## config.mk

```make
export PLATFORM = sky130hd
export DESIGN_NAME = hazard_scoreboard_unit
export DESIGN_NICKNAME = d
export VERILOG_FILES = /design/src/rtl/hazard_scoreboard_unit.sv
export SDC_FILE = /design/constraint.sdc
export NUM_CORES = 1
export LEC_CHECK = 0
export CAP_MARGIN = 30
export CELL_PAD_IN_SITES_DETAIL_PLACEMENT = 0
export CELL_PAD_IN_SITES_GLOBAL_PLACEMENT = 1
export CORE_MARGIN = 3
export CORE_UTILIZATION = 41
export CTS_CLUSTER_DIAMETER = 150
export DETAILED_ROUTE_END_ITERATION = 10
export DONT_BUFFER_PORTS = 1
export PLACE_DENSITY_LB_ADDON = 0.1
export SETUP_SLACK_MARGIN = 0.1
export SLEW_MARGIN = 20
export SYNTH_ARGS = -nofsm -noshare
export SYNTH_HDL_FRONTEND = slang
export SYNTH_SLANG_ARGS = --single-unit
```

## constraint.sdc

```tcl
create_clock -name clk -period 4.04 [get_ports clk]
set_input_delay 0.202 -clock clk [delete_from_list [all_inputs] [get_ports clk]]
set_output_delay 0.202 -clock clk [all_outputs]
set_load 0.05 [all_outputs]
```

## src/rtl/hazard_scoreboard_unit.sv

```systemverilog
`default_nettype none
// +-----------------------------------------------------------------------------+
// | hazard_scoreboard_unit: LC-3b decode-side pending-write scoreboard, fetch    |
// | request FSM and pipeline load-enable merge. Option macro: HAZARD_BYPASS_EN.  |
// | Revision: 1.0                                                               |
// +-----------------------------------------------------------------------------+
module hazard_scoreboard_unit #(
  parameter int NUM_REGS = 8,
  parameter int NUM_SRC  = 3,
  parameter int CNT_W    = 2,
  parameter int STALL_W  = 16,
  parameter int REG_W    = (NUM_REGS > 1) ? $clog2(NUM_REGS) : 1
) (
  input  logic                     clk,
  input  logic                     rst_n,
  input  logic                     issue_valid,
  input  logic [NUM_SRC-1:0]       src_used,
  input  logic [NUM_SRC*REG_W-1:0] src_reg,
  input  logic                     dest_used,
  input  logic [REG_W-1:0]         dest_reg,
  input  logic                     ret_valid,
  input  logic [REG_W-1:0]         ret_reg,
  input  logic                     cancel_valid,
  input  logic [REG_W-1:0]         cancel_reg,
  input  logic                     imem_resp,
  input  logic                     dmem_read,
  input  logic                     dmem_write,
  input  logic                     dmem_resp,
  input  logic                     dmem_multi,
  output logic                     imem_read,
  output logic                     load_pc,
  output logic                     load_de,
  output logic                     load_back,
  output logic                     insert_nop,
  output logic [STALL_W-1:0]       stall_cycles,
  output logic                     sb_error
);

  localparam logic [CNT_W-1:0]   C_CNT_MAX = '1;
  localparam logic [CNT_W-1:0]   C_CNT_ONE = CNT_W'(1);
  localparam logic [STALL_W-1:0] C_STALL_MAX = '1;

  typedef enum logic [0:0] {
    F_REQ  = 1'b0,
    F_HOLD = 1'b1
  } fstate_t;

  fstate_t r_fstate;
  fstate_t w_fstate_nxt;

  logic [CNT_W-1:0]   r_pend [NUM_REGS];
  logic [CNT_W-1:0]   w_pend_nxt [NUM_REGS];
  logic [CNT_W:0]     w_up [NUM_REGS];
  logic [CNT_W:0]     w_dn [NUM_REGS];
  logic [CNT_W:0]     w_diff [NUM_REGS];
  logic [NUM_REGS-1:0] w_under;

  logic [STALL_W-1:0] r_stall;
  logic               r_sb_error;

  logic [NUM_SRC-1:0] w_src_haz;
  logic               w_dest_sat;
  logic               w_hazard;
  logic               w_mem_ok;
  logic               w_fetch_ok;
  logic               w_load_reg;
  logic               w_load_de;
  logic               w_commit;

  // Multi-access first responses keep the back end frozen; only the final one releases it.
  assign w_mem_ok   = !(dmem_read || dmem_write) || (dmem_resp && !dmem_multi);
  assign w_fetch_ok = imem_resp || (r_fstate == F_HOLD);
  assign w_load_reg = w_fetch_ok && w_mem_ok;

  generate
    for (genvar i = 0; i < NUM_SRC; i++) begin : g_src
      logic [REG_W-1:0] w_sel;
      logic             w_byp;
      assign w_sel = src_reg[i*REG_W +: REG_W];
`ifdef HAZARD_BYPASS_EN
      assign w_byp = ret_valid && (ret_reg == w_sel) && (r_pend[w_sel] == C_CNT_ONE);
`else
      assign w_byp = 1'b0;
`endif
      assign w_src_haz[i] = src_used[i] && (r_pend[w_sel] != '0) && !w_byp;
    end
  endgenerate

  assign w_dest_sat = dest_used && (r_pend[dest_reg] == C_CNT_MAX);
  assign w_hazard   = issue_valid && ((|w_src_haz) || w_dest_sat);
  assign w_load_de  = w_load_reg && !w_hazard;
  assign w_commit   = w_load_de && issue_valid && dest_used;

  // Issue, retire and cancel are summed per register; a net result below zero clamps.
  always_comb begin
    w_under = '0;
    for (int r = 0; r < NUM_REGS; r++) begin
      w_up[r]   = {1'b0, r_pend[r]} + (CNT_W+1)'(w_commit && (dest_reg == REG_W'(r)));
      w_dn[r]   = (CNT_W+1)'(ret_valid && (ret_reg == REG_W'(r)))
                + (CNT_W+1)'(cancel_valid && (cancel_reg == REG_W'(r)));
      w_diff[r] = w_up[r] - w_dn[r];
      w_under[r] = (w_up[r] < w_dn[r]);
      w_pend_nxt[r] = w_under[r] ? '0 : w_diff[r][CNT_W-1:0];
    end
  end

  always_ff @(posedge clk or negedge rst_n) begin
    if (!rst_n) begin
      for (int r = 0; r < NUM_REGS; r++) begin
        r_pend[r] <= '0;
      end
    end else begin
      for (int r = 0; r < NUM_REGS; r++) begin
        r_pend[r] <= w_pend_nxt[r];
      end
    end
  end

  always_comb begin
    w_fstate_nxt = r_fstate;
    case (r_fstate)
      F_REQ:   if (imem_resp && !w_load_de) w_fstate_nxt = F_HOLD;
      F_HOLD:  if (w_load_de) w_fstate_nxt = F_REQ;
      default: w_fstate_nxt = F_REQ;
    endcase
  end

  always_ff @(posedge clk or negedge rst_n) begin
    if (!rst_n) begin
      r_fstate   <= F_REQ;
      r_stall    <= '0;
      r_sb_error <= 1'b0;
    end else begin
      r_fstate   <= w_fstate_nxt;
      r_sb_error <= r_sb_error || (|w_under);
      if (!w_load_de && (r_stall != C_STALL_MAX)) begin
        r_stall <= r_stall + STALL_W'(1);
      end
    end
  end

  // Outputs are held low for as long as reset is asserted.
  assign imem_read    = rst_n && (r_fstate == F_REQ);
  assign load_pc      = rst_n && w_load_de;
  assign load_de      = rst_n && w_load_de;
  assign load_back    = rst_n && w_load_reg;
  assign insert_nop   = rst_n && w_hazard;
  assign stall_cycles = r_stall;
  assign sb_error     = r_sb_error;

endmodule
`default_nettype wire

```

==> metrics.yaml <==
place_hpwl_um: 5420
layout-drive-gt1-share: 0.125
cp-start-kind: "flip-flop"
row_count: 29
routed_wl_um: 7040
mostFrequentLayoutCells: "nor2_1, inv_1, ha_1, dfrtp_1, nand2_1"
critPathRequiredTime_ns: 4.19
cpMostUsedCell: "nor3_1"
vdd_drop_max_uv: 339
min_period_ns: 3.80
setup_viol: 0
hold_viol: 0
avgRoutedWirePerCell_um: 17.4
final_cell_area_um2: 3150
critPathArrivalTime_ns: 3.95
place.gp.congestion: 0.889
ant_nets: 0
drv_cap: 0
syn_to_final_growth_pct: 11.7
final_core_utilization: 0.485
clockBufferDepth: 2
path_buf_inv: 1
core_area_um2: 6490
cp_slowest_cell: "fa_1"
cp_max_fo: 6
power_density_nw_per_um2: 481
clock_latency_ns: 0.29
viasPerCell: 5.57
grt_use_total: 0.181
grt_max_degree: 35
cts_root_buffer: "clkbuf_8"
vias: 2255
end_kind: "flip-flop"
layout_commonest_cell: "nor2_1"
leakagePower_nw: 1.37
numCtsBuffers: 5
run_status: "finished clean"
fmax_mhz: 263
start_util: 0.434
skew_ns: 0.00539
htreeDepth: 2
synth-seq-cells: 34
fin_nets: 400
grt_antenna_before_repair: 0
drc: 0
ios: 54
path_clk_slew_ns: 0.07
fill_cells: 625
die_width_um: 89.0
post-route-period-util: 0.941
clock-sinks: 34
fin_setup_tns_ns: 0
synthesis.area_um2: 2820
slew_headroom: 0.411
multi_input_area_um2: 1880
grt_overflow: 0
worstPathCellList: "nor3_1 -> a2111oi_0 -> nor4_1 -> o211ai_2 -> nor3_4 -> and3_4 -> ha_1 -> inv_1 -> fa_1 -> or3_4 -> a22o_1 -> a221o_1 -> nor3_1 -> nand4_1"
grt_pass1_wl_um: 10800
ys_seq_area_frac: 0.302
die_h_um: 89.0
maxSlewViolCount: 0
dieArea_um2: 7910
regArea_um2: 853
place_area_um2: 2910
tightest_slew_ns: 0.880
worst_path_largest_cell_delay_ns: 0.48
timing.hold.ws_ns: 0.0802
n_antenna_cell: 0
rsz0062_at_grt: "false"
dr.first_iter.drc_count: 137
yosys_warnings: 0
cts_tree: "yes"
syn-mean-instance-area_um2: 8.99
grt_pass1_vias: 2080
critPathKind: "reg2reg"
dr.pass1.iters: 4
synthDistinctLibCells: 46
hp-class: "in2reg"
synth_fp_nets: 387
crit_family: "simple AND/OR/NAND/NOR gates"
postSynthCellCount: 314
io_buffers: 0
## power breakdown
| group | internal, mW | switching [mW] | leakage [nW] |
|---|---|---|---|
| logic | 0.198 | 0.248 | 0.913 |
| registers | 0.439 | 0.359 | 0.410 |
| clock network | 0.137 | 0.136 | 0.0472 |
## worst reg2reg max path, stage by stage (launching register included)
cell and delay [ns]:
dfrtp_1 0.47, nor3_1 0.21, a2111oi_0 0.09, nor4_1 0.31
o211ai_2 0.26, nor3_4 0.28, and3_4 0.22, ha_1 0.16
inv_1 0.06, fa_1 0.48, or3_4 0.40, a22o_1 0.20
a221o_1 0.28, nor3_1 0.14, nand4_1 0.11
## routing by layer
layer / wire (um) / track usage
met1: 3500 / 0.265
met2: 2920 / 0.254
met3: 539 / 0.0599
met4: 76 / 0.0514
met5: 0 / 0
## cell type report
| type | count | area share |
|---|---|---|
| inverter | 34 | 0.0405 |
| sequential | 34 | 0.271 |
| tap | 77 | 0.0306 |
| clock buffer | 6 | 0.0262 |
| multi-input combinational | 241 | 0.597 |
| clock inverter | 2 | 0.00397 |
| timing repair buffer | 11 | 0.0310 |
## sequential cells by signal (all words and copies together), names as in the netlist
register	cells
r_pend	16
stall_cycles	16
r_fstate	1
sb_error	1
## repair_timing
action / in CTS / in global routing
hold buffers: 2 / 0
setup buffers: 0 / 6
endpoints found under the setup margin: 1 / 1
pin swaps: 0 / 7
resized for setup: 1 / 15
hold endpoints to repair: 34 / 0
## metrics by stage
step	instances	setup slack (ns)	total power [mW]
4_1_cts	399	0.168	1.50
3_3_place_gp	389	0.196	1.20
6_report	405	0.240	1.52
2_1_floorplan	314	0.482	1.10
5_1_grt	405	0.0586	1.62
3_5_place_dp	389	0.0934	1.21
## worst paths after layout
path	cells past startpoint	slack (ns)	start	to
hold / removal	2	0.08	imem_resp	r_fstate
max in group asynchronous	2	3.46	rst_n	r_pend[3]
setup / recovery	14	0.24	r_pend[15]	sb_error
hold reg to reg	2	0.59	r_fstate	r_fstate
setup reg to reg	14	0.24	r_pend[15]	sb_error
min in group asynchronous	2	0.37	rst_n	r_pend[12]
## cells by family (layout without fill, tap and decap cells)
family	after synthesis	count (layout)	share of synthesized area
simple gates	126	126	0.217
fa+ha+maj	41	41	0.203
flops	34	34	0.302
buf+inv	39	53	0.0550
xor+xnor	19	19	0.0590
compound gates	51	51	0.144
mux	4	4	0.0200
## cell usage after synthesis (all sizes together)
library cell	number	area, um^2
xor2	11	96.3
ha	33	413
or3	4	25.0
nor4	3	18.8
nand4	2	12.5
a311oi	1	8.76
nor2b	4	25.0
a22o	1	8.76
a221o	1	10.0
nand3	14	70.1
a2bb2oi	1	8.76
o21bai	1	7.51
nand2b	9	56.3
a211oi	10	75.1
and2	3	18.8
nand2	20	75.1
nor2	39	146
a31oi	1	6.26
clkbuf	2	7.51
fa	8	160
and3	6	37.5
a2111oi	11	111
nor3	15	75.1
or2	2	12.5
o31a	1	8.76
xnor2	8	70.1
nand3b	3	22.5
o211ai	3	32.5
mux4	1	22.5
dfrtp	34	851
inv	34	128
and4	2	17.5
o21a	1	7.51
o21ai	3	26.3
a21boi	1	7.51
a211o	1	8.76
buf	3	20.0
a21oi	10	50.1
o22ai	1	6.26
o31ai	3	22.5
mux2	3	33.8
No activity file was read; power rests on OpenSTA's default activity.
